$ cat src/rtl/keccak_load_stage.sv
// Sponge load stage: captures a header, byte-swaps message words into a rate-sized block and applies FIPS-202 padding.
// Optional build macro KECCAK_LOAD_MODE_CHECK_EN rejects headers with mode 6/7 and pulses err.
module keccak_load_stage #(
  parameter int W        = 64,
  parameter int RATE_MAX = 1344,
  parameter int SIZE_W   = 32
) (
  input  logic                clk,
  input  logic                rst,
  input  logic                in_valid,
  output logic                in_ready,
  input  logic [W-1:0]        in_data,
  output logic                blk_valid,
  input  logic                blk_ready,
  output logic [RATE_MAX-1:0] blk_data,
  output logic                blk_last,
  output logic [2:0]          out_mode,
  output logic [SIZE_W-1:0]   out_size,
  output logic                err
);
  localparam int NW   = RATE_MAX / W;
  localparam int WC_W = $clog2(NW);
  localparam int NB   = W / 8;
  localparam int BI_W = $clog2(NB);

  localparam logic [1:0] S_IDLE = 2'd0;
  localparam logic [1:0] S_LOAD = 2'd1;
  localparam logic [1:0] S_PAD  = 2'd2;
  localparam logic [1:0] S_EMIT = 2'd3;

  logic [1:0]          state_q, state_d;
  logic [WC_W-1:0]     wc_q, wc_d;
  logic [SIZE_W-1:0]   rem_q, rem_d;
  logic [RATE_MAX-1:0] blk_q, blk_d;
  logic [2:0]          mode_q, mode_d;
  logic [SIZE_W-1:0]   osize_q, osize_d;
  logic                padded_q, padded_d;  // suffix byte already written
  logic                last_q, last_d;
  logic                err_q, err_d;

  logic [63:0]   hdr;
  logic          hdr_done;
  logic          hdr_beat;
  logic [2:0]    hdr_mode;
  logic          mode_bad;
  logic          hdr_reject;
  logic [W-1:0]  word;
  logic          full;
  logic          at_end;
  logic [7:0]    suffix;
  logic [WC_W-1:0] rate_last;
  logic [BI_W-1:0] nbytes;

  assign hdr_beat = (state_q == S_IDLE) && in_valid;

  if (W == 64) begin : g_hdr64
    assign hdr      = in_data;
    assign hdr_done = 1'b1;
  end else begin : g_hdr32
    // Narrow words carry the header in two beats, high half first.
    logic [31:0] hi_q, hi_d;
    logic        phase_q, phase_d;
    always_comb begin
      hi_d    = hi_q;
      phase_d = phase_q;
      if (hdr_beat) begin
        if (!phase_q) hi_d = in_data;
        phase_d = ~phase_q;
      end
    end
    always_ff @(posedge clk or posedge rst) begin
      if (rst) begin
        hi_q    <= '0;
        phase_q <= 1'b0;
      end else begin
        hi_q    <= hi_d;
        phase_q <= phase_d;
      end
    end
    assign hdr      = {hi_q, in_data};
    assign hdr_done = phase_q;
  end

  assign mode_bad = (hdr[63:62] == 2'b11);
`ifdef KECCAK_LOAD_MODE_CHECK_EN
  assign hdr_mode   = hdr[63:61];
  assign hdr_reject = mode_bad;
`else
  assign hdr_mode   = mode_bad ? 3'd0 : hdr[63:61];
  assign hdr_reject = 1'b0;
`endif

  function automatic logic [WC_W-1:0] rate_last_f(input logic [2:0] m);
    int unsigned r;
    case (m)
      3'd1, 3'd3: r = 17;
      3'd2:       r = 18;
      3'd4:       r = 13;
      3'd5:       r = 9;
      default:    r = 21;
    endcase
    return WC_W'(r * (64 / W) - 1);
  endfunction

  assign rate_last = rate_last_f(mode_q);
  assign suffix    = (mode_q < 3'd2) ? 8'h1F : 8'h06;
  assign nbytes    = rem_q[BI_W+2:3];

  // NOTE: every signal driven here gets a default first so no latch is inferred.
  always_comb begin
    state_d  = state_q;
    wc_d     = wc_q;
    rem_d    = rem_q;
    blk_d    = blk_q;
    mode_d   = mode_q;
    osize_d  = osize_q;
    padded_d = padded_q;
    last_d   = last_q;
    err_d    = 1'b0;
    word     = '0;
    full     = 1'b0;
    at_end   = (wc_q == rate_last);
    case (state_q)
      S_IDLE: begin
        if (in_valid && hdr_done) begin
          if (hdr_reject) begin
            err_d = 1'b1;
          end else begin
            mode_d   = hdr_mode;
            osize_d  = SIZE_W'({4'b0, hdr[59:32]});
            rem_d    = SIZE_W'({hdr[31:3], 3'b000});
            padded_d = 1'b0;
            last_d   = 1'b0;
            wc_d     = '0;
            state_d  = (hdr[31:3] == '0) ? S_PAD : S_LOAD;
          end
        end
      end
      S_LOAD: begin
        if (in_valid) begin
          full = (rem_q >= SIZE_W'(W));
          for (int b = 0; b < NB; b++) begin
            if (full || b < int'(nbytes)) word[8*b +: 8] = in_data[W-1-8*b -: 8];
            else if (b == int'(nbytes))  word[8*b +: 8] = suffix;
          end
          if (!full) padded_d = 1'b1;
          if (!full && at_end) word[W-1 -: 8] = word[W-1 -: 8] | 8'h80;
          rem_d = full ? rem_q - SIZE_W'(W) : '0;
          blk_d[int'(wc_q)*W +: W] = word;
          if (at_end) begin
            state_d = S_EMIT;
            last_d  = !full;
          end else begin
            wc_d = wc_q + 1'b1;
            if (rem_d == '0) state_d = S_PAD;
          end
        end
      end
      S_PAD: begin
        if (!padded_q) begin
          word[7:0] = suffix;
          padded_d  = 1'b1;
        end
        if (at_end) begin
          word[W-1 -: 8] = word[W-1 -: 8] | 8'h80;
          state_d = S_EMIT;
          last_d  = 1'b1;
        end else begin
          wc_d = wc_q + 1'b1;
        end
        blk_d[int'(wc_q)*W +: W] = word;
      end
      default: begin
        if (blk_ready) begin
          wc_d    = '0;
          blk_d   = '0;
          last_d  = 1'b0;
          state_d = last_q ? S_IDLE : ((rem_q != '0) ? S_LOAD : S_PAD);
        end
      end
    endcase
  end

  // NOTE: sequential state uses non-blocking assignments; the wide block register is
  // reset as well because a reset must discard any partially assembled block.
  always_ff @(posedge clk or posedge rst) begin
    if (rst) begin
      state_q  <= S_IDLE;
      wc_q     <= '0;
      rem_q    <= '0;
      blk_q    <= '0;
      mode_q   <= '0;
      osize_q  <= '0;
      padded_q <= 1'b0;
      last_q   <= 1'b0;
      err_q    <= 1'b0;
    end else begin
      state_q  <= state_d;
      wc_q     <= wc_d;
      rem_q    <= rem_d;
      blk_q    <= blk_d;
      mode_q   <= mode_d;
      osize_q  <= osize_d;
      padded_q <= padded_d;
      last_q   <= last_d;
      err_q    <= err_d;
    end
  end

  assign in_ready  = (state_q == S_IDLE) || (state_q == S_LOAD);
  assign blk_valid = (state_q == S_EMIT);
  assign blk_data  = blk_q;
  assign blk_last  = last_q;
  assign out_mode  = mode_q;
  assign out_size  = osize_q;
  assign err       = err_q;

  logic unused_hdr;
  assign unused_hdr = ^{hdr[60], hdr[2:0]};
endmodule

$ cat config.mk
export PLATFORM = sky130hd
export DESIGN_NAME = keccak_load_stage
export DESIGN_NICKNAME = d
export VERILOG_FILES = /design/src/rtl/keccak_load_stage.sv
export SDC_FILE = /design/constraint.sdc
export NUM_CORES = 2
export LEC_CHECK = 0
export ABC_CLOCK_PERIOD_IN_PS = 53500
export CORE_AREA = 4 4 558 560
export CTS_BUF_LIST = sky130_fd_sc_hd__clkbuf_8
export DETAILED_ROUTE_END_ITERATION = 12
export DIE_AREA = 0 0 562 564
export GPL_ROUTABILITY_DRIVEN = 1
export PLACE_DENSITY = 0.42
export SYNTH_ARGS = -nofsm -noshare
export SYNTH_HDL_FRONTEND = slang
export SYNTH_SLANG_ARGS = --single-unit
$ cat constraint.sdc
create_clock -name clk -period 53.5 [get_ports clk]
set_clock_uncertainty 0.15 [all_clocks]
set_input_delay 5.35 -clock clk [delete_from_list [all_inputs] [get_ports clk]]
set_output_delay 5.35 -clock clk [all_outputs]
set_load 0.02 [all_outputs]
==> results.ini <==
[route]
via_count=51600
drcViolationCount=0
drt_iter0_drc=4755
drtPass1Iterations=6
routed_wl_um=378000
vias_per_cell=4.70
drt-wirelength-per-cell_um=34.4
ant_nets=0

[floorplanning]
coreArea_um2=306000
initial_core_util_pct=18.4
die_w_um=562
die_y_um=564
die-area_um2=317000
rows=203
ios=1451

[cts]
cts_tree=built
clock_latency_ns=1.00
root_buffer=clkbuf_8
cts_sinks=1416
cts_buffer_depth=4
cts_hold_buf=0
cts_resized=0
cts_setup_buffers=0
tritoncts.num_buffers=288
htreeDepth=5
clk_pin_slew_ns=0.06

[run]
max_cap_violations=0

[finish]
final_nets=6720
fill_cells=32500
syn_to_final_growth_pct=46.4
drive_gt1_share_pct=12.0

[critical_path]
reg2reg_slack_ns=47.28
cp_data_required_time_ns=54.30
crit_type=in2async
reg2reg_to=blk_data[400]
rr_worst_depth=12
arrival_ns=10.43
worst_setup_path_start_kind=input port
crit_path_end_kind=asynchronous set/reset pin
r2r-start=wc_q[0]
crit_fanout=86

[sta]
fmax_ghz=0.104
finalCriticalPeriod_ns=9.63
max-slew-margin-rel_pct=4.94
worst_pin_slew_ns=1.39
rsz0062_at_grt=false
finalSetupViolations=0
hold_violations=0
period_share_pct=18.0
drv_slew=0
setup_ws_ns=43.87
tns_ns=0

[global_routing]
antenna_found_initial=67
grt_pass1_wl_um=496000
track_usage_pct=22.8
first_global_vias=52000
gr-total-overflow=0
grt_max_degree=142

[synth]
synthArstFlopShare_pct=100
syn_area_per_cell_um2=11.0
synth_edf_count=0
synthCells=5115
syn_area_um2=56100
ys_seq_area_share_pct=63.1
yosys_register_bits=1416
synth_top_flop_cell=dfrtp_1
synth.distinct_cells=91
yosys_warnings=0

[place]
dp_slack_ns=42.64
place.port_buffers=1445
dpl.hpwl_um=276000
place_congestion=0.859

[outcome]
status=finished clean

[pwr]
p_total_w=0.00386
ir_worst_vdd_mv=0.0646
power.leakage_nw=34.8
p_per_area_nw_per_um2=47.0

[min_path]
min_from=blk_data[788]
hold_end=blk_data[788]
min_path_type=reg2reg
whs_path_depth=2

placed cells by master, fill, tap and decap left out, types with 24 or more instances in the layout:
cell type / n
a21oi_1: 119
a22o_1: 602
a22oi_1: 29
a32oi_1: 33
and3_1: 25
buf_4: 178
clkbuf_8: 348
clkdlybuf4s50_1: 1445
clkinv_2: 24
dfrtp_1: 1415
diode_2: 34
inv_1: 113
mux2_2: 34
nand2_1: 858
nand3_1: 79
nor2_1: 206
nor2_2: 43
nor2_4: 26
nor3_1: 67
o21ai_0: 733
o21ai_1: 28
area by class of cell:
class / count / area [µm²] / area share, %
diodes: 34 / 85.1 / 0.104
inverters: 27 / 109 / 0.132
well taps: 4100 / 5130 / 6.24
flip-flops and latches: 1416 / 35400 / 43.1
multi-input cells: 3284 / 19600 / 23.9
clock inverters: 158 / 1180 / 1.44
clock buffers: 348 / 4790 / 5.83
repair buffers: 1624 / 15800 / 19.2
metal layers:
layer	vias up	GRT usage, %	share of wire (%)
met2	2736	36.8	46
met4	8	9.69	4.9
li1	21500	-	-
met3	588	7.69	9.3
met5	-	0	0.012
met1	26800	27.9	40
critical path, stage by stage:
cell and delay [ns]:
clkdlybuf4s50_1 0.49, inv_8 0.48, buf_4 0.76, buf_4 0.72, buf_4 0.74, buf_4 0.72
buf_4 0.89
where the power goes:
part / internal [W] / switching [W] / leakage (nW)
combinational: 0.000238 / 0.00128 / 11.8
sequential: 0.00111 / 0.0000433 / 19.7
clock: 0.000654 / 0.000543 / 3.37
per-stage QoR:
stage	cell area (µm²)	utilization, %	hold WS (ns)	std cells
after floorplan	56200	-	0.304	5119
after global placement	76100	24.9	0.305	10500
after detailed placement	76100	24.9	0.308	10500
after CTS	82100	26.8	0.327	11000
after global routing	82100	26.9	0.344	11000
final	82200	26.9	0.323	11000
flip-flops by register name, indices dropped and copies added (netlist names):
name and cells:
rem_q 32, wc_q 5, padded_q 1, blk_last 1, out_mode 3, out_size 28, blk_data 1344, state_q 2
synth_stat cells, types with 11 or more instances:
library cell	count	area share (%)
ha_1	11	0.25
dfrtp_1	1416	63
mux2i_1	13	0.23
inv_1	25	0.17
a31oi_1	12	0.13
nand2_1	875	5.9
mux2_2	34	0.68
o21ai_0	738	6.6
buf_2	55	0.49
o22ai_1	19	0.21
nor3_1	71	0.63
buf_1	14	0.094
nor2_2	31	0.35
nor2_1	234	1.6
nand4_1	14	0.16
nand3_1	84	0.75
a22oi_1	35	0.47
or3_1	22	0.25
a21oi_1	123	1.1
a221o_1	16	0.29
and2_1	11	0.12
and3_1	25	0.28
nor4_1	22	0.25
a22o_1	602	9.4
clkbuf_1	313	2.1
a32o_1	16	0.29
o21ai_1	46	0.41
a32oi_1	33	0.51
cells by family after synthesis:
logic type,share of synthesized area (%)
adders and majority gates,0.245
muxes,0.914
and+or+nand+nor,11.4
other,0.00668
DFF,63.1
buffers and inverters,3.00
AOI/OAI and AO/OA,21.1
xor gates and xnor gates,0.183
worst max path at each step:
stage / startpoint / end / slack [ns]
floorplan: rst / blk_data[0] / 8.07
global placement: rst / blk_data[141] / 42.72
detailed placement: rst / blk_data[559] / 42.64
CTS: rst / blk_data[518] / 43.76
global route: rst / blk_data[1175] / 43.20
finish: rst / blk_data[409] / 43.87
(Power assumes the default switching activity.)
